--- config.mk ---
export PLATFORM = sky130hd
export DESIGN_NAME = fr_car_queue_dispatch
export DESIGN_NICKNAME = d
export VERILOG_FILES = /design/src/rtl/traffic_pkg.sv /design/src/rtl/sync_rise_detect.sv /design/src/rtl/fr_car_queue_dispatch.sv
export SDC_FILE = /design/constraint.sdc
export NUM_CORES = 1
export LEC_CHECK = 0
export CAP_MARGIN = 20
export CELL_PAD_IN_SITES_DETAIL_PLACEMENT = 0
export CELL_PAD_IN_SITES_GLOBAL_PLACEMENT = 2
export CORE_UTILIZATION = 32
export CTS_CLUSTER_DIAMETER = 100
export DETAILED_ROUTE_END_ITERATION = 10
export DONT_BUFFER_PORTS = 1
export PLACE_DENSITY = 0.67
export SKIP_LAST_GASP = 1
export SLEW_MARGIN = 20
export SYNTH_ARGS = -nofsm -noshare
export SYNTH_HDL_FRONTEND = slang
export SYNTH_SLANG_ARGS = --single-unit
--- constraint.sdc ---
create_clock -name traffic_clk -period 2.8 [get_ports traffic_clk]
set_input_delay 0.56 -clock traffic_clk [delete_from_list [all_inputs] [get_ports traffic_clk]]
set_output_delay 0.56 -clock traffic_clk [all_outputs]
set_load 0.01 [all_outputs]
--- src/rtl/traffic_pkg.sv ---
// Shared types and defaults for the farm-road and main-road car dispatchers.
package traffic_pkg;

  typedef enum logic [1:0] {
    IDLE,
    REQUEST,
    GAP
  } dispatch_state_t;

  localparam int unsigned MAX_CARS_DEFAULT   = 9;
  localparam int unsigned GAP_CYCLES_DEFAULT = 4;

endpackage

--- src/rtl/sync_rise_detect.sv ---
// Two-flop synchronizer for an asynchronous level input, plus a delay stage
// that turns each synchronized rising edge into a one-cycle pulse.
module sync_rise_detect (
  input  logic traffic_clk,
  input  logic reset_n,
  input  logic async_in,
  output logic rise_c
);

  logic sync1;
  logic sync2;
  logic sync3;

  always_ff @(posedge traffic_clk) begin
    if (!reset_n) begin
      sync1 <= 1'b0;
      sync2 <= 1'b0;
      sync3 <= 1'b0;
    end else begin
      sync1 <= async_in;
      sync2 <= sync1;
      sync3 <= sync2;
    end
  end

  assign rise_c = sync2 & ~sync3;

endmodule

--- src/rtl/fr_car_queue_dispatch.sv ---
// Farm-road car queue: counts button arrivals and releases cars one at a time
// to the animator while the farm-road straight light is green.
module fr_car_queue_dispatch
  import traffic_pkg::*;
#(
  parameter int unsigned MAX_CARS   = MAX_CARS_DEFAULT,
  parameter int unsigned GAP_CYCLES = GAP_CYCLES_DEFAULT,
  parameter int unsigned CNT_W      = 4
) (
  input  logic             traffic_clk,
  input  logic             reset_n,
  input  logic             car_arrive,
  input  logic             fr_green,
  input  logic             decrement_car,
  output logic             add_car,
  output logic [CNT_W-1:0] car_count,
  output logic             queue_empty,
  output logic             queue_full
);

  localparam int unsigned GAP_W = (GAP_CYCLES > 1) ? $clog2(GAP_CYCLES) : 1;

  dispatch_state_t state;
  logic [GAP_W-1:0] gap_cnt;
  logic             arrive_pulse;

  sync_rise_detect u_arrive_sync (
    .traffic_clk (traffic_clk),
    .reset_n     (reset_n),
    .async_in    (car_arrive),
    .rise_c      (arrive_pulse)
  );

  assign queue_empty = (car_count == '0);
  assign queue_full  = (car_count == CNT_W'(MAX_CARS));

  // Arrival and acknowledge in the same cycle cancel, even at full or empty.
  always_ff @(posedge traffic_clk) begin
    if (!reset_n) begin
      car_count <= '0;
    end else if (arrive_pulse && !decrement_car && !queue_full) begin
      car_count <= car_count + CNT_W'(1);
    end else if (decrement_car && !arrive_pulse && !queue_empty) begin
      car_count <= car_count - CNT_W'(1);
    end
  end

  // Dispatch FSM; add_car is registered alongside the state and mirrors REQUEST.
  always_ff @(posedge traffic_clk) begin
    if (!reset_n) begin
      state   <= IDLE;
      gap_cnt <= '0;
      add_car <= 1'b0;
    end else begin
      case (state)
        IDLE: begin
          if (fr_green && !queue_empty) begin
            state   <= REQUEST;
            add_car <= 1'b1;
          end
        end
        REQUEST: begin
          if (decrement_car) begin
            state   <= GAP;
            add_car <= 1'b0;
            gap_cnt <= GAP_W'(GAP_CYCLES - 1);
          end else if (!fr_green) begin
            state   <= IDLE;
            add_car <= 1'b0;
          end
        end
        GAP: begin
          if (gap_cnt == '0) begin
            state <= IDLE;
          end else begin
            gap_cnt <= gap_cnt - GAP_W'(1);
          end
        end
        default: begin
          state   <= IDLE;
          add_car <= 1'b0;
        end
      endcase
    end
  end

endmodule

==> Flow_metrics.wiki <==
{| class="wikitable"
! Metric !! Value
|-
| Status || finished clean
|-
| Max-capacitance violation count || 0
|-
| Cells along the critical path || and4bb_2 > nor3_2 > inv_1 > ha_1 > a21o_1 > a21oi_1 > mux2i_4 > mux2i_1
|-
| Number of warnings issued by yosys || 0
|-
| Switch share || 0.367
|-
| CTS Hold Bufs || 0
|-
| Worst clock skew || slightly above 0.003 ns
|-
| Adder-cell share of the synthesized area || 0.0933
|-
| Clock transition at path regs || approximately 0.08 ns
|-
| Peak VDD IR || about 530 µV
|-
| First-pass GRT wire length || ~2000 µm
|-
| Final hold slack || 0.402 ns
|-
| ANT cells || 0
|-
| Post-CTS Setup Bufs || 0
|-
| Die Footprint || 2110 µm²
|-
| Post-layout instance area || around 700 µm²
|-
| Detailed Routing Iterations Pass 1 || 4
|-
| Root buffer selected by CTS || clkbuf_4
|-
| Core region area || between 1500 and 2000 µm²
|-
| Y dimension of the die || ~46 µm
|-
| Number of top-level design ports || 12
|-
| Distinct cells, synth || 25
|-
| Clock Latency Late Sink || approximately 0.27 ns
|-
| Sequential fraction of the synthesis area || 0.389
|-
| Xor/xnor share of the synthesized area || 0.0142
|-
| Post-detailed-route count of antenna-violating nets || 0
|-
| Most congested layer reported by global routing || met1
|-
| Count of flip-flops with a built-in enable after synthesis || 0
|-
| Number of storage elements in the synthesis netlist || 12
|-
| Net Switching || roughly 0.26 mW
|-
| Kind of critical path || reg2reg
|-
| Maximum number of pins on one net before global-route repair || 11
|-
| Number of DRC markers after the initial detailed-route iteration || 9
|-
| Post-Route Setup TNS || 0 ns
|-
| Final hold vios || 0
|-
| Total global-route track usage || 0.143
|-
| IO Port Bufs || 0
|-
| Signal arrival time at the worst endpoint || between 2 and 3 ns
|-
| Total via count in the routed design || between 400 and 500
|-
| M2 GR Usage || 0.177
|-
| Final net count || 81
|-
| Final period demand of the worst path || 2.36 ns
|-
| CP Launch Type || register
|-
| Biggest area contributors in the synthesized netlist || dfxtp_1 39%, ha_1 6.1%, and2_1 5.1%, a21oi_1 4.9%, nand2b_1 4.1%
|-
| Combinational family with the most area after synthesis || simple AND/OR/NAND/NOR gates
|-
| GPL Wtd Cong || just under 0.7
|-
| Number of placement rows || 15
|-
| Remaining Overflow, GRT || 0
|-
| Die X-Extent || 45.9 µm
|-
| Share of total power in the clock network || 0.200
|-
| Upper clock frequency limit || about 420 MHz
|-
| Vias in the first global route || 428
|-
| Most numerous cell types in the synthesized netlist || 12 x dfxtp_1, 6 x a21oi_1, 5 x and2_1, 5 x inv_1, 5 x nor3_1
|-
| Fin cells || between 90 and 100
|-
| Worst path buffer plus inverter count || 1
|-
| Headroom to the max-slew limit || 0.804
|-
| Unrepaired setup endpoints after global routing || no
|-
| Cell internal power dissipation || 0.443 mW
|-
| Post-cts gate resize count || 0
|-
| Endpoints failing setup || 0
|-
| Post-Syn Instances || 65
|-
| Mux contribution to synthesized area || 0.0527
|-
| Required time of the worst setup path || 3.01 ns
|-
| Post-synthesis simple-gate area fraction || 0.272
|-
| WL per Instance || ~12 µm
|-
| DP Wirelength || 887 µm
|-
| Cell Area, Synth || a little over 600 µm²
|-
| Final routed DRC violation total || 0
|-
| Global routing usage on met3 || 0.0516
|-
| CP endpoint kind || register
|-
| Initial core utilization || 0.350
|-
| Maximum fanout along the worst path || 6
|-
| Slowest cell delay on critical path || approximately 0.45 ns
|-
| Total of fill cells in the finished design || 196
|-
| Post-synthesis to final-layout area growth || 14.0%
|-
| TritonCTS clock tree || done
|-
| Synthesized area divided by synthesized cell count || approximately 9.5 µm²
|-
| Library cell with the largest summed area after synthesis || dfxtp_1
|-
| Clock tree buffer depth || 2
|-
| Transition time at the pin with the least slew margin || ~0.3 ns
|-
| Num CTS Buffers || 3
|-
| Compound-Gate Fraction of Synth Area || 0.142
|-
| CP top delay family || simple AND/OR/NAND/NOR gates
|-
| Static Leakage || around 0.28 nW
|-
| CTS HTree Levels || 1
|-
| Power per Cell Area || 994 nW/µm²
|-
| Cell with the largest stage delay on the worst path || dfxtp_1
|-
| DR vias/cell || roughly 4.9
|-
| Fraction of the cycle the final worst path needs || 0.843
|-
| Number of cells after detailed placement || around 90
|-
| Classification of the worst-slack hold path || in2reg
|-
| Routed wire length || approximately 1200 µm
|-
| Met1 track demand over resource in global routing || 0.198
|-
| Main flop type after synthesis || dfxtp_1
|-
| Area fraction of the dominant cell type after synthesis || 0.389
|-
| Placed Area || 667 µm²
|-
| Power share of the combinational group || 0.425
|-
| Ys async rst share || 0
|-
| Share of cells above drive strength 1 || 0.183
|-
| Number of antenna violations at the first check in global routing || 0
|-
| Share of total power in sequential cells || 0.375
|-
| Clock sink count || 12
|-
| Number of nets in the synthesized netlist || 74
|-
| Most frequent cell after synthesis || dfxtp_1
|-
| Final slew viol count || 0
|}
## layer usage
metal | routed length, µm | vias to the layer above
met5 | 0 | -
met4 | 18 | 0
met3 | 43 | 2
met2 | 497 | 8
met1 | 625 | 219
li1 | - | 243
## power groups by stage
stage / registers, mW / clock network [mW] / logic [mW]
finish: 0.262 / 0.139 / 0.297
global route: 0.271 / 0.158 / 0.336
CTS: 0.264 / 0.147 / 0.302
detailed placement: 0.268 / 0 / 0.300
global placement: 0.268 / 0 / 0.297
floorplan: 0.274 / 0 / 0.228
## flip-flops by register name (all words and copies together) (netlist names)
signal / cells
gap_cnt: 2
u_arrive_sync.sync3: 1
add_car: 1
state: 2
u_arrive_sync.sync1: 1
u_arrive_sync.sync2: 1
car_count: 4
## logic make-up after synthesis
logic type | after synthesis
xor+xnor | 1
flops | 12
mux | 2
fa+ha+maj | 4
buf+inv | 6
simple gates | 26
compound gates | 14
## metrics by stage
stage                     power, mW  utilization  setup WS (ns)
after CTS                     0.712        0.399          0.419
after floorplan               0.502            -          0.351
after global routing          0.764        0.399          0.316
after detailed placement      0.568        0.378          0.411
after global placement        0.565        0.378          0.471
final                         0.699        0.399          0.441
## worst register-to-register path: stages, from the launching register on
cell,delay [ns]
dfxtp_1,0.45
and4bb_2,0.31
nor3_2,0.18
inv_1,0.14
ha_1,0.30
a21o_1,0.18
a21oi_1,0.27
mux2i_4,0.28
mux2i_1,0.18
## cell usage in the layout (no fill, tap or decap)
cell type,synthesis,final
dfxtp_1,12,12
a21oi_1,6,6
inv_1,5,5
and2_1,5,5
nor3_1,5,5
nand2b_1,4,4
o21ai_0,4,4
nand2_1,3,3
ha_1,3,3
clkbuf_4,0,3
buf_4,0,3
nor2b_1,2,2
nand3_1,2,2
and4bb_2,1,1
nor3_2,1,1
or4_4,1,1
nand3b_1,1,1
o221a_2,1,1
o2111a_1,1,1
and3_4,1,1
xor2_1,1,1
a21boi_0,1,1
a21o_1,1,1
mux2i_4,1,1
mux2i_1,1,1
fa_1,1,1
clkbuf_8,0,1
## path summary, 6_finish.rpt
path,startpoint,end,slack [ns],depth (start not counted)
max,car_count[2]$_SDFFE_PN0P_,car_count[3]$_SDFFE_PN0P_,0.44,8
max reg2reg,car_count[2]$_SDFFE_PN0P_,car_count[3]$_SDFFE_PN0P_,0.44,8
min reg2reg,u_arrive_sync.sync1$_SDFF_PN0_,u_arrive_sync.sync2$_SDFF_PN0_,0.45,1
min,reset_n,add_car$_SDFFE_PN0P_,0.40,1
## final cells by class
type,count,area (µm²),area share
multi-input cells,47,354,0.504
flip-flops and latches,12,240,0.342
clock buffers,4,36.3,0.0516
well taps,25,31.3,0.0445
repair buffers,3,22.5,0.0320
inverters,5,18.8,0.0267
No activity file was read; power rests on OpenSTA's default activity.
